==> src/rtl/rlwe_imem_seq.sv <==
// -----------------------------------------------------------------------------
// rlwe_imem_seq
//
// This block sequences the instruction memory of the RLWE core. The SRAM is
// outside the block, but this block drives all of its ports.
//
//   Load phase: words are popped from the host instruction FIFO and written to
//   the 1R1W instruction SRAM, one word per cycle.
//   Run phase:  on a start request, the loaded program is read back from the
//   SRAM. It is sent to the datapath over a valid/ready issue port.
//
// Optional feature (compile-time macro RLWE_SEQ_LOOP_EN):
//   When the macro is defined and loop = 1 at the end of the program, RUN
//   restarts at address 0. There is no DONE pulse in that case. When the macro
//   is undefined, the loop port is ignored.
//
// Ports
//   clk, rst_n                   clock, asynchronous active-low reset
//   empty, dequeue_en, fifo_data host FIFO: status, pop, head word
//   imem_we/waddr/wdata          SRAM write port
//   imem_re/raddr/rdata          SRAM read port (rdata valid the cycle after re)
//   start, abort, loop           control: run request, sync abort, loop enable
//   instr_valid/ready/data       issue interface to the datapath
//   busy, done, overflow         status: LOAD/RUN, end-of-program pulse,
//                                sticky load overflow
// -----------------------------------------------------------------------------
module rlwe_imem_seq #(
  parameter int unsigned  WIDTH      = 64,
  parameter int unsigned  MAX_SIZE   = 1024,
  localparam int unsigned ADDR_WIDTH = $clog2(MAX_SIZE)
) (
  input  logic                  clk,
  input  logic                  rst_n,
  // Host instruction FIFO
  input  logic                  empty,
  output logic                  dequeue_en,
  input  logic [WIDTH-1:0]      fifo_data,
  // Instruction SRAM
  output logic                  imem_we,
  output logic [ADDR_WIDTH-1:0] imem_waddr,
  output logic [WIDTH-1:0]      imem_wdata,
  output logic                  imem_re,
  output logic [ADDR_WIDTH-1:0] imem_raddr,
  input  logic [WIDTH-1:0]      imem_rdata,
  // Control
  input  logic                  start,
  input  logic                  abort,
  input  logic                  loop,
  // Issue interface
  output logic                  instr_valid,
  input  logic                  instr_ready,
  output logic [WIDTH-1:0]      instr_data,
  // Status
  output logic                  busy,
  output logic                  done,
  output logic                  overflow
);

  // One extra pointer bit so that a completely full memory (MAX_SIZE) can be
  // represented.
  localparam int unsigned    PtrW   = ADDR_WIDTH + 1;
  localparam logic [PtrW-1:0] MaxPtr = PtrW'(MAX_SIZE);
  localparam logic [PtrW-1:0] OnePtr = PtrW'(1);

  localparam logic [1:0] StIdle = 2'd0;
  localparam logic [1:0] StLoad = 2'd1;
  localparam logic [1:0] StRun  = 2'd2;
  localparam logic [1:0] StDone = 2'd3;

  // ---------------------------------------------------------------------------
  // State
  // ---------------------------------------------------------------------------
  logic [1:0]      state_q, state_d;
  logic [PtrW-1:0] wr_ptr_q, wr_ptr_d;
  logic [PtrW-1:0] rd_ptr_q, rd_ptr_d;
  logic [PtrW-1:0] prog_len_q, prog_len_d;
  logic [PtrW-1:0] pop_cnt_q, pop_cnt_d;     // words handed to the datapath this pass
  logic            start_pend_q, start_pend_d;
  logic            overflow_q, overflow_d;

  // Output FIFO (2 entries) and the read in flight toward it
  logic [WIDTH-1:0] ofifo_q [2];
  logic [1:0]       occ_q, occ_d;
  logic             ofifo_wr_q, ofifo_wr_d;
  logic             ofifo_rd_q, ofifo_rd_d;
  logic             in_flight_q, in_flight_d;

  // ---------------------------------------------------------------------------
  // Loop option
  // ---------------------------------------------------------------------------
  logic loop_en;
`ifdef RLWE_SEQ_LOOP_EN
  assign loop_en = loop;
`else
  logic unused_loop;
  assign unused_loop = loop;
  assign loop_en     = 1'b0;
`endif

  // ---------------------------------------------------------------------------
  // Datapath control
  // ---------------------------------------------------------------------------
  logic       start_req;
  logic       load_wr;
  logic       pop;
  logic       push;
  logic       last_pop;
  logic       can_issue;
  logic [2:0] pipe_fill;

  // A start request in the current cycle counts right away. This lets an
  // empty-program start finish DONE in a single cycle.
  assign start_req = start_pend_q | start;

  // The write is suppressed during an abort cycle. Otherwise a popped word
  // would be lost when the pointers are cleared.
  assign load_wr = (state_q == StLoad) && !empty && (wr_ptr_q < MaxPtr) && !abort;

  assign pop  = instr_valid && instr_ready;
  assign push = in_flight_q;

  assign last_pop = pop && (pop_cnt_q == (prog_len_q - OnePtr));

  // Slots already committed after this cycle's pop: words buffered plus the
  // read in flight. A new read is allowed only while this stays below two, so
  // the output FIFO can never overflow.
  assign pipe_fill = {1'b0, occ_q} + {2'b00, in_flight_q} - {2'b00, pop};

  assign can_issue = (state_q == StRun) && !abort && (rd_ptr_q < prog_len_q) &&
                     (pipe_fill < 3'd2);

  // ---------------------------------------------------------------------------
  // Next-state logic
  // ---------------------------------------------------------------------------
  always_comb begin
    state_d      = state_q;
    wr_ptr_d     = wr_ptr_q;
    rd_ptr_d     = rd_ptr_q;
    prog_len_d   = prog_len_q;
    pop_cnt_d    = pop_cnt_q;
    overflow_d   = overflow_q;
    // start is latched in every state except RUN
    start_pend_d = start_pend_q | (start && (state_q != StRun));

    unique case (state_q)
      StIdle: begin
        if (!empty) begin
          state_d = StLoad;
        end else if (start_req) begin
          state_d      = (prog_len_q == '0) ? StDone : StRun;
          start_pend_d = 1'b0;
        end
      end

      StLoad: begin
        if (load_wr) begin
          wr_ptr_d   = wr_ptr_q + OnePtr;
          prog_len_d = wr_ptr_q + OnePtr;
        end
        // A full memory leaves any remaining words in the FIFO.
        if (!empty && (wr_ptr_q == MaxPtr)) begin
          overflow_d = 1'b1;
        end
        // The drain finishes before a start takes effect.
        if (empty && start_req) begin
          state_d      = (prog_len_q == '0) ? StDone : StRun;
          start_pend_d = 1'b0;
        end
      end

      StRun: begin
        if (can_issue) begin
          rd_ptr_d = rd_ptr_q + OnePtr;
        end
        if (pop) begin
          pop_cnt_d = pop_cnt_q + OnePtr;
        end
        if (last_pop) begin
          if (loop_en) begin
            // All reads have already retired (rd_ptr == prog_len), so
            // restarting at 0 cannot collide with an issue in this cycle.
            rd_ptr_d  = '0;
            pop_cnt_d = '0;
          end else begin
            state_d = StDone;
          end
        end
      end

      StDone: begin
        state_d    = StIdle;
        wr_ptr_d   = '0;
        rd_ptr_d   = '0;
        prog_len_d = '0;
        pop_cnt_d  = '0;
      end

      default: begin
        state_d = StIdle;
      end
    endcase

    // abort wins over start, DONE and loop
    if (abort) begin
      state_d      = StIdle;
      wr_ptr_d     = '0;
      rd_ptr_d     = '0;
      prog_len_d   = '0;
      pop_cnt_d    = '0;
      start_pend_d = 1'b0;
      overflow_d   = 1'b0;
    end
  end

  // Output FIFO bookkeeping
  always_comb begin
    occ_d       = occ_q + {1'b0, push} - {1'b0, pop};
    ofifo_wr_d  = ofifo_wr_q ^ push;
    ofifo_rd_d  = ofifo_rd_q ^ pop;
    in_flight_d = can_issue;
    if (abort) begin
      occ_d       = 2'd0;
      ofifo_wr_d  = 1'b0;
      ofifo_rd_d  = 1'b0;
      in_flight_d = 1'b0;
    end
  end

  // ---------------------------------------------------------------------------
  // Registers
  // ---------------------------------------------------------------------------
  always_ff @(posedge clk or negedge rst_n) begin
    if (!rst_n) begin
      state_q      <= StIdle;
      wr_ptr_q     <= '0;
      rd_ptr_q     <= '0;
      prog_len_q   <= '0;
      pop_cnt_q    <= '0;
      start_pend_q <= 1'b0;
      overflow_q   <= 1'b0;
      occ_q        <= 2'd0;
      ofifo_wr_q   <= 1'b0;
      ofifo_rd_q   <= 1'b0;
      in_flight_q  <= 1'b0;
    end else begin
      state_q      <= state_d;
      wr_ptr_q     <= wr_ptr_d;
      rd_ptr_q     <= rd_ptr_d;
      prog_len_q   <= prog_len_d;
      pop_cnt_q    <= pop_cnt_d;
      start_pend_q <= start_pend_d;
      overflow_q   <= overflow_d;
      occ_q        <= occ_d;
      ofifo_wr_q   <= ofifo_wr_d;
      ofifo_rd_q   <= ofifo_rd_d;
      in_flight_q  <= in_flight_d;
    end
  end

  always_ff @(posedge clk or negedge rst_n) begin
    if (!rst_n) begin
      ofifo_q[0] <= '0;
      ofifo_q[1] <= '0;
    end else if (push) begin
      ofifo_q[ofifo_wr_q] <= imem_rdata;
    end
  end

  // ---------------------------------------------------------------------------
  // Outputs
  // ---------------------------------------------------------------------------
  assign dequeue_en  = load_wr;
  assign imem_we     = load_wr;
  assign imem_waddr  = wr_ptr_q[ADDR_WIDTH-1:0];
  assign imem_wdata  = fifo_data;
  assign imem_re     = can_issue;
  assign imem_raddr  = rd_ptr_q[ADDR_WIDTH-1:0];

  assign instr_valid = (occ_q != 2'd0);
  // Driven to zero when no word is valid, so that stale data never appears
  // on the issue bus.
  assign instr_data  = instr_valid ? ofifo_q[ofifo_rd_q] : '0;

  assign busy        = (state_q == StLoad) || (state_q == StRun);
  assign done        = (state_q == StDone);
  assign overflow    = overflow_q;

endmodule
==> config.mk <==
export PLATFORM = sky130hd
export DESIGN_NAME = rlwe_imem_seq
export DESIGN_NICKNAME = d
export VERILOG_FILES = /design/src/rtl/rlwe_imem_seq.sv
export SDC_FILE = /design/constraint.sdc
export NUM_CORES = 1
export LEC_CHECK = 0
export BUFFER_PORTS_ARGS = -buffer_cell sky130_fd_sc_hd__buf_2
export CORE_ASPECT_RATIO = 1.25
export CORE_MARGIN = 3
export CORE_UTILIZATION = 52
export CTS_CLUSTER_SIZE = 28
export DETAILED_ROUTE_END_ITERATION = 8
export PLACE_DENSITY = 0.81
export SYNTH_ARGS = -nofsm -noshare
export SYNTH_HDL_FRONTEND = slang
export SYNTH_SLANG_ARGS = --single-unit
==> constraint.sdc <==
create_clock -name clk -period 3.8 [get_ports clk]
set_clock_uncertainty 0.1 [all_clocks]
set_input_delay 0.19 -clock clk [delete_from_list [all_inputs] [get_ports clk]]
set_output_delay 0.19 -clock clk [all_outputs]
set_load 0.02 [all_outputs]
==> results of run 1 <==
## synth_stat cells, drive strengths merged (16+ instances only)
cell type,number
mux2i,65
ha,23
a21oi,18
inv,29
nand2,19
nand3,16
buf,99
xnor2,27
mux2,130
clkbuf,23
dfrtp,170
nor2,104
## worst max-delay path by stage
stage	from	to	slack (ns)
after floorplan	occ_q[1]	rd_ptr_q[10]	0.66
after detailed placement	occ_q[1]	rd_ptr_q[10]	0.39
final	occ_q[1]	rd_ptr_q[10]	0.35
after global placement	occ_q[1]	rd_ptr_q[8]	0.49
after CTS	occ_q[1]	imem_re	0.38
after global routing	occ_q[1]	rd_ptr_q[10]	0.13
## cell usage in the layout (no fill, tap or decap), types with 2 or more instances in the layout
master / n
sky130_fd_sc_hd__o21ai_0: 9
sky130_fd_sc_hd__a21boi_0: 3
sky130_fd_sc_hd__nand3_1: 16
sky130_fd_sc_hd__nor2_1: 103
sky130_fd_sc_hd__inv_8: 4
sky130_fd_sc_hd__clkbuf_16: 17
sky130_fd_sc_hd__mux2i_1: 65
sky130_fd_sc_hd__a21o_1: 9
sky130_fd_sc_hd__nor3_1: 12
sky130_fd_sc_hd__nor2b_1: 3
sky130_fd_sc_hd__nand2_1: 19
sky130_fd_sc_hd__clkinv_8: 5
sky130_fd_sc_hd__clkinv_4: 2
sky130_fd_sc_hd__nor4_1: 2
sky130_fd_sc_hd__mux2_2: 130
sky130_fd_sc_hd__or3_1: 3
sky130_fd_sc_hd__buf_4: 7
sky130_fd_sc_hd__dlygate4sd3_1: 66
sky130_fd_sc_hd__ha_1: 21
sky130_fd_sc_hd__o21a_1: 3
sky130_fd_sc_hd__inv_1: 29
sky130_fd_sc_hd__nor4b_1: 2
sky130_fd_sc_hd__buf_2: 159
sky130_fd_sc_hd__a211oi_1: 3
sky130_fd_sc_hd__nand2b_1: 2
sky130_fd_sc_hd__a21oi_1: 17
sky130_fd_sc_hd__xnor2_1: 27
sky130_fd_sc_hd__ha_2: 2
sky130_fd_sc_hd__dfrtp_1: 169
sky130_fd_sc_hd__a31o_2: 3
sky130_fd_sc_hd__and3_1: 4
sky130_fd_sc_hd__inv_6: 3
sky130_fd_sc_hd__xor2_1: 11
sky130_fd_sc_hd__nand4_1: 11
## per-layer routing
layer  vias to the layer above  GRT usage (%)  share of wire (%)
met1                      3218           25.6                 40
met3                        52           5.56                4.9
met5                         -              0                  0
met4                         0           9.40                3.3
li1                       2993              -                  -
met2                       200           40.7                 52
## logic make-up after synthesis
group	synth area share (%)
and+or+nand+nor	9.06
buffers and inverters	10.0
AOI/OAI and AO/OA	4.59
adders and majority gates	3.35
DFF	46.3
muxes	23.0
xor gates and xnor gates	3.62
## critical path: cells and delay by family, from the launching register on
| family | cells | cell delay [ns] |
|---|---|---|
| and+or+nand+nor | 3 | 0.32 |
| DFF | 1 | 0.44 |
| buffers and inverters | 3 | 0.19 |
| AOI/OAI and AO/OA | 5 | 1.22 |
| adders and majority gates | 3 | 0.86 |
| xor gates and xnor gates | 1 | 0.19 |
## flip-flops by register name (all words and copies together) (netlist names), 2 cells and up
register,cells
occ_q,2
ofifo_q,128
prog_len_q,11
rd_ptr_q,11
pop_cnt_q,11
state_q,2
## per-stage QoR
stage | cells | util, % | hold WS [ns] | setup slack (ns) | power [mW]
global route | 1184 | 63.4 | 0.0409 | 0.132 | 6.77
finish | 1184 | 63.4 | 0.0470 | 0.354 | 6.41
CTS | 1184 | 63.4 | 0.0106 | 0.376 | 6.42
floorplan | 820 | - | -0.206 | 0.663 | 4.16
global placement | 1086 | 56.0 | 0.246 | 0.487 | 4.57
detailed placement | 1086 | 56.0 | 0.249 | 0.385 | 4.64
## area by class of cell
class	count	area share [%]
Clock buffer	17	3.94
Tap cell	220	2.55
Clock inverter	15	1.64
Multi-Input combinational cell	499	37.2
Timing Repair Buffer	234	14.3
Inverter	29	1.01
Sequential cell	170	39.4
## timing repair
item / 4_1_cts / 5_1_grt
hold buffers: 66 / 0
setup endpoints to repair: 0 / 0
hold endpoints to repair: 222 / 0
## power by group through the flow
stage                     clock network (mW)  logic [mW]  registers [mW]
after floorplan                            0        1.76            2.41
after global placement                     0        2.02            2.55
after detailed placement                   0        2.06            2.57
after CTS                               1.75        2.13            2.54
after global routing                    1.83        2.32            2.61
final                                   1.72        2.14            2.56
==> impl_metrics.sql, run 1 <==
INSERT INTO impl_metrics (metric_group, metric, value, unit) VALUES
('logic_synthesis', 'number_of_standard_cells_after_synthesis', '820', ''),
('worst_setup_path', 'arrival', '3.63', 'ns'),
('worst_setup_path', 'setup.worst_path.class', 'flip-flop to flip-flop', ''),
('layout', 'final.fill_count', '1264', ''),
('timing', 'slew_violations', '0', ''),
('logic_synthesis', 'syn-num-nets', '979', ''),
('floorplan', 'dieArea', '19300', 'um2'),
('logic_synthesis', 'synth_seq_cells', '170', ''),
('route', 'route.detailed.wl_per_inst', '18.2', 'um'),
('placed_design', 'place.port_buffers', '160', ''),
('timing', 'max_freq', '0.290', 'GHz'),
('worst_setup_path', 'r2r-start', 'occ_q[1]', ''),
('power', 'p_per_area', '593', 'nW/um2'),
('placed_design', 'hpwl', '13900', 'um'),
('worst_setup_path', 'timing.rr.end', 'rd_ptr_q[10]', ''),
('layout', 'design.final.nets', '1110', ''),
('clocking', 'cts.repair_timing.setup_buffer_count', '0', ''),
('logic_synthesis', 'post_synth_instance_area', '9180', 'um2'),
('route', 'via_count', '6463', ''),
('clocking', 'clk_pin_slew', '0.07', 'ns'),
('layout', 'areaGrowthSynthToFinish', '17.7', '%'),
('route', 'via_per_inst', '5.46', ''),
('layout', 'seq_area', '4260', 'um2'),
('logic_synthesis', 'synth-warning-count', '0', ''),
('flow_run', 'timing.max_cap.violations', '0', ''),
('layout', 'n_antenna_cell', '0', ''),
('floorplan', 'die_h', '155', 'um'),
('power', 'switching_share', '36.2', '%'),
('power', 'pwr-share-clk', '26.8', '%'),
('floorplan', 'die-width', '125', 'um'),
('power', 'vdd.ir_drop.worst', '0.358', 'mV'),
('logic_synthesis', 'synth_sequential_area_ratio', '46.3', '%'),
('timing', 'final_worst_path_cycle_share', '90.7', '%'),
('power', 'power.sequential.fraction', '39.9', '%'),
('logic_synthesis', 'async_flop_share', '100', '%'),
('run_status', 'run_status', 'finished clean', ''),
('clocking', 'clk_root_buffer_cell', 'sky130_fd_sc_hd__clkbuf_16', ''),
('worst_setup_path', 'r2r_setup_slack', '0.35', 'ns'),
('layout', 'finish.instance_area', '10800', 'um2'),
('grt', 'antenna_found_initial', '0', ''),
('timing', 'final.min_clock_period', '3.45', 'ns'),
('logic_synthesis', 'synth_cell_types', '50', ''),
('timing', 'hold_violation_count_in_the_final_report', '0', ''),
('layout', 'layout_cell_share_with_drive_strength_beyond_1', '36.1', '%'),
('clocking', 'cts_resized', '0', ''),
('worst_setup_path', 'critical_path_required', '3.98', 'ns'),
('worst_hold_path', 'worstHoldEndpoint', 'start_pend_q', ''),
('route', 'drt_drc_violations_left', '0', ''),
('layout', 'multiInputGateArea', '4020', 'um2'),
('worst_setup_path', 'cpPeakStageDelay', '0.44', 'ns'),
('timing', 'timing_worst_slew_pin_value', '0.928', 'ns'),
('worst_setup_path', 'end_kind', 'flip-flop', ''),
('timing', 'slew_headroom', '38.1', '%'),
('clocking', 'cts_tree', 'done', ''),
('floorplan', 'core_region_area', '17000', 'um2'),
('grt', 'globalRouteTotalUtil', '22.6', '%'),
('timing', 'setup_violation_total_in_the_final_timing_report', '0', ''),
('logic_synthesis', 'cell_type_contributing_the_most_total_cell_area_after_synthesis', 'sky130_fd_sc_hd__dfrtp_1', ''),
('timing', 'setup_tns', '0', 'ns'),
('worst_hold_path', 'timing.hold.worst.class', 'primary input to flip-flop', ''),
('floorplan', 'initial_utilization', '53.9', '%'),
('route', 'drt_iter0_drc', '296', ''),
('power', 'power.switching', '2.32', 'mW'),
('power', 'combPwrFrac', '33.3', '%'),
('placed_design', 'postPlaceCellArea', '9540', 'um2'),
('worst_setup_path', 'cp_cell_sequence', 'nor2_4 -> inv_1 -> nand2_1 -> inv_1 -> ha_1 -> inv_1 -> ha_1 -> fa_1 -> xor2_1 -> nand3_1 -> a21oi_1 -> o211ai_1 -> a21oi_2 -> a31o_2 -> a21oi_1', ''),
('grt', 'grt_first_pass_wirelength', '35000', 'um'),
('timing', 'rsz0062_at_grt', 'false', ''),
('grt', 'grt_pass1_vias', '6884', ''),
('floorplan', 'core.rowCount', '53', ''),
('route', 'firstDrtPassIters', '4', '');
(Power assumes the default switching activity.)
==> run 2: changes to the inputs <==
--- a/config.mk
+++ b/config.mk
@@ -8,10 +8,10 @@
 export BUFFER_PORTS_ARGS = -buffer_cell sky130_fd_sc_hd__buf_2
 export CORE_ASPECT_RATIO = 1.25
 export CORE_MARGIN = 3
-export CORE_UTILIZATION = 52
+export CORE_UTILIZATION = 42
 export CTS_CLUSTER_SIZE = 28
 export DETAILED_ROUTE_END_ITERATION = 8
-export PLACE_DENSITY = 0.81
+export PLACE_DENSITY = 0.68
 export SYNTH_ARGS = -nofsm -noshare
 export SYNTH_HDL_FRONTEND = slang
 export SYNTH_SLANG_ARGS = --single-unit
==> run 2 against run 1 <==
  * Critical path type unchanged
  * Via count decreased by 1.5%
  * Register-to-register slack improved by 0.03 ns
  * Combinational power barely moved
==> impl_metrics.sql, run 2 (synthesized netlist as in run 1, its figures left out) <==
INSERT INTO impl_metrics (metric_group, metric, value, unit) VALUES
('clocking', 'cts.repair_timing.setup_buffer_count', '0', ''),
('worst_hold_path', 'timing.hold.worst.class', 'primary input to flip-flop', ''),
('run_status', 'run_status', 'finished clean', ''),
('floorplan', 'die_h', '171', 'um'),
('worst_setup_path', 'r2r_setup_slack', '0.39', 'ns'),
('layout', 'final_core_util', '51.4', '%'),
('worst_setup_path', 'r2r-start', 'occ_q[1]', ''),
('placed_design', 'postPlaceCellArea', '9630', 'um2'),
('worst_setup_path', 'timing.rr.end', 'rd_ptr_q[10]', ''),
('timing', 'slew_headroom', '34.4', '%'),
('placed_design', 'hpwl', '13500', 'um'),
('layout', 'finish.instance_area', '10900', 'um2'),
('clocking', 'cts_tree', 'done', ''),
('floorplan', 'top_level_ports', '290', ''),
('grt', 'globalRouteTotalUtil', '17.1', '%'),
('worst_setup_path', 'startpoint_type', 'flip-flop', ''),
('timing', 'final_critical_path_setup_slack', '0.385', 'ns'),
('route', 'via_per_inst', '5.16', ''),
('timing', 'final.min_clock_period', '3.41', 'ns'),
('power', 'design_power_total', '6.37', 'mW'),
('grt', 'global_route.overflow_total', '0', ''),
('clocking', 'cts_made_buffers', '17', ''),
('layout', 'layout_cell_share_with_drive_strength_beyond_1', '35.9', '%'),
('flow_run', 'timing.max_cap.violations', '0', ''),
('worst_hold_path', 'min-delay-start', 'empty', ''),
('route', 'firstDrtPassIters', '4', ''),
('layout', 'registers.top_by_ff_count', 'ofifo_q', ''),
('worst_setup_path', 'setup.worst_path.class', 'flip-flop to flip-flop', ''),
('timing', 'hold_violation_count_in_the_final_report', '0', ''),
('grt', 'pin_count_of_the_biggest_net_entering_global_routing', '105', ''),
('route', 'via_count', '6367', ''),
('floorplan', 'initial_utilization', '43.3', '%'),
('layout', 'areaGrowthSynthToFinish', '18.6', '%'),
('clocking', 'cts_resized', '0', ''),
('worst_setup_path', 'r2r.worst_path.cells', '15', ''),
('clocking', 'hold_buffers', '66', ''),
('clocking', 'cts.htree.levels', '4', ''),
('route', 'wirelength', '20300', 'um'),
('layout', 'most-common-layout-cells', '169 x sky130_fd_sc_hd__dfrtp_1, 159 x sky130_fd_sc_hd__buf_2, 130 x sky130_fd_sc_hd__mux2_2', ''),
('grt', 'antenna_found_initial', '0', ''),
('timing', 'rsz0062_at_grt', 'false', ''),
('placed_design', 'finalWeightedCongestion', '0.832', ''),
('timing', 'timing_worst_slew_pin_value', '0.984', 'ns'),
('route', 'drt_iter0_drc', '298', ''),
('timing', 'final_worst_path_cycle_share', '89.9', '%'),
('layout', 'n_antenna_cell', '0', ''),
('worst_hold_path', 'worst_hold_path.num_cells', '3', ''),
('layout', 'layout.cells.non_filler', '1235', ''),
('worst_setup_path', 'end_kind', 'flip-flop', ''),
('timing', 'setup_violation_total_in_the_final_timing_report', '0', ''),
('layout', 'largest_register_ff_count', '128', ''),
('grt', 'grt_first_pass_wirelength', '33100', 'um'),
('worst_setup_path', 'arrival', '3.59', 'ns'),
('clocking', 'numClockSinks', '170', ''),
('placed_design', 'place.port_buffers', '160', ''),
('power', 'total_leakage_power', '5.20', 'nW'),
('route', 'ant_nets', '0', ''),
('worst_hold_path', 'worstHoldEndpoint', 'start_pend_q', ''),
('layout', 'design.final.nets', '1107', ''),
('grt', 'grt_pass1_vias', '6632', ''),
('clocking', 'clk_pin_slew', '0.07', 'ns'),
('timing', 'max_freq', '0.293', 'GHz'),
('clocking', 'clock_tree.buffer_depth', '2', ''),
('placed_design', 'dp_cell_count', '1137', ''),
('timing', 'setup_tns', '0', 'ns'),
('route', 'route.detailed.wl_per_inst', '16.5', 'um'),
('power', 'vdd.ir_drop.worst', '0.418', 'mV'),
('worst_setup_path', 'critical_path_required', '3.98', 'ns'),
('floorplan', 'core_region_area', '21200', 'um2'),
('floorplan', 'dieArea', '23700', 'um2'),
('layout', 'layout_commonest_cell', 'sky130_fd_sc_hd__dfrtp_1', ''),
('clocking', 'clk_root_buffer_cell', 'sky130_fd_sc_hd__clkbuf_16', ''),
('worst_setup_path', 'crit_path_max_fanout', '9', ''),
('route', 'drt_drc_violations_left', '0', ''),
('floorplan', 'core.rowCount', '59', ''),
('timing', 'slew_violations', '0', ''),
('floorplan', 'die-width', '138', 'um'),
('power', 'p_per_area', '585', 'nW/um2'),
('clocking', 'clock_latency', '0.42', 'ns'),
('timing', 'hold_slack', '0.0502', 'ns'),
('placed_design', 'dp_slack', '0.386', 'ns');
[run 2: cell types whose count changed in the layout (fill, tap and decap cells not counted), sizes merged]
cell,before,now
buf,168,165
[run 2: worst max path at each step]
stage | startpoint | end | cells after the start
floorplan | occ_q[1] | rd_ptr_q[10] | 15
global placement | occ_q[1] | rd_ptr_q[8] | 15
detailed placement | occ_q[1] | rd_ptr_q[8] | 15
CTS | occ_q[1] | rd_ptr_q[8] | 15
global route | occ_q[1] | rd_ptr_q[8] | 15
finish | occ_q[1] | rd_ptr_q[10] | 15
[run 2: per-layer routing]
| metal | up-vias | GRT usage (%) | wire length [um] |
|---|---|---|---|
| met3 | 44 | 3.92 | 887 |
| li1 | 2981 | - | - |
| met1 | 3159 | 20.7 | 8800 |
| met2 | 183 | 29.5 | 10100 |
| met4 | 0 | 7.00 | 579 |
| met5 | - | 0 | 0 |
[run 2: worst max-delay path: stages (launching register included)]
cell and delay (ns):
sky130_fd_sc_hd__dfrtp_1 0.43, sky130_fd_sc_hd__nor2_4 0.12, sky130_fd_sc_hd__inv_1 0.05, sky130_fd_sc_hd__nand2_1 0.09, sky130_fd_sc_hd__inv_1 0.09, sky130_fd_sc_hd__ha_1 0.28
sky130_fd_sc_hd__inv_1 0.04, sky130_fd_sc_hd__ha_1 0.18, sky130_fd_sc_hd__fa_1 0.44, sky130_fd_sc_hd__nor2_1 0.12, sky130_fd_sc_hd__nand3_1 0.07, sky130_fd_sc_hd__a21oi_1 0.27
sky130_fd_sc_hd__o211ai_1 0.36, sky130_fd_sc_hd__a21oi_2 0.36, sky130_fd_sc_hd__a31o_2 0.20, sky130_fd_sc_hd__a21oi_1 0.05
[run 2: where the power goes]
group          internal (mW)  switching, mW  leakage [nW]
logic                  0.994           1.17          2.61
clock network          0.888          0.830         0.290
registers               2.21          0.276          2.30
total                   4.09           2.28          5.20
[run 2: area by class of cell]
class / instances / area, um2
multi-input cells: 499 / 4020
clock inverters: 15 / 174
repair buffers: 231 / 1560
inverters: 29 / 109
well taps: 274 / 343
clock buffers: 17 / 425
fillers: 1881 / 10300
flip-flops and latches: 170 / 4260
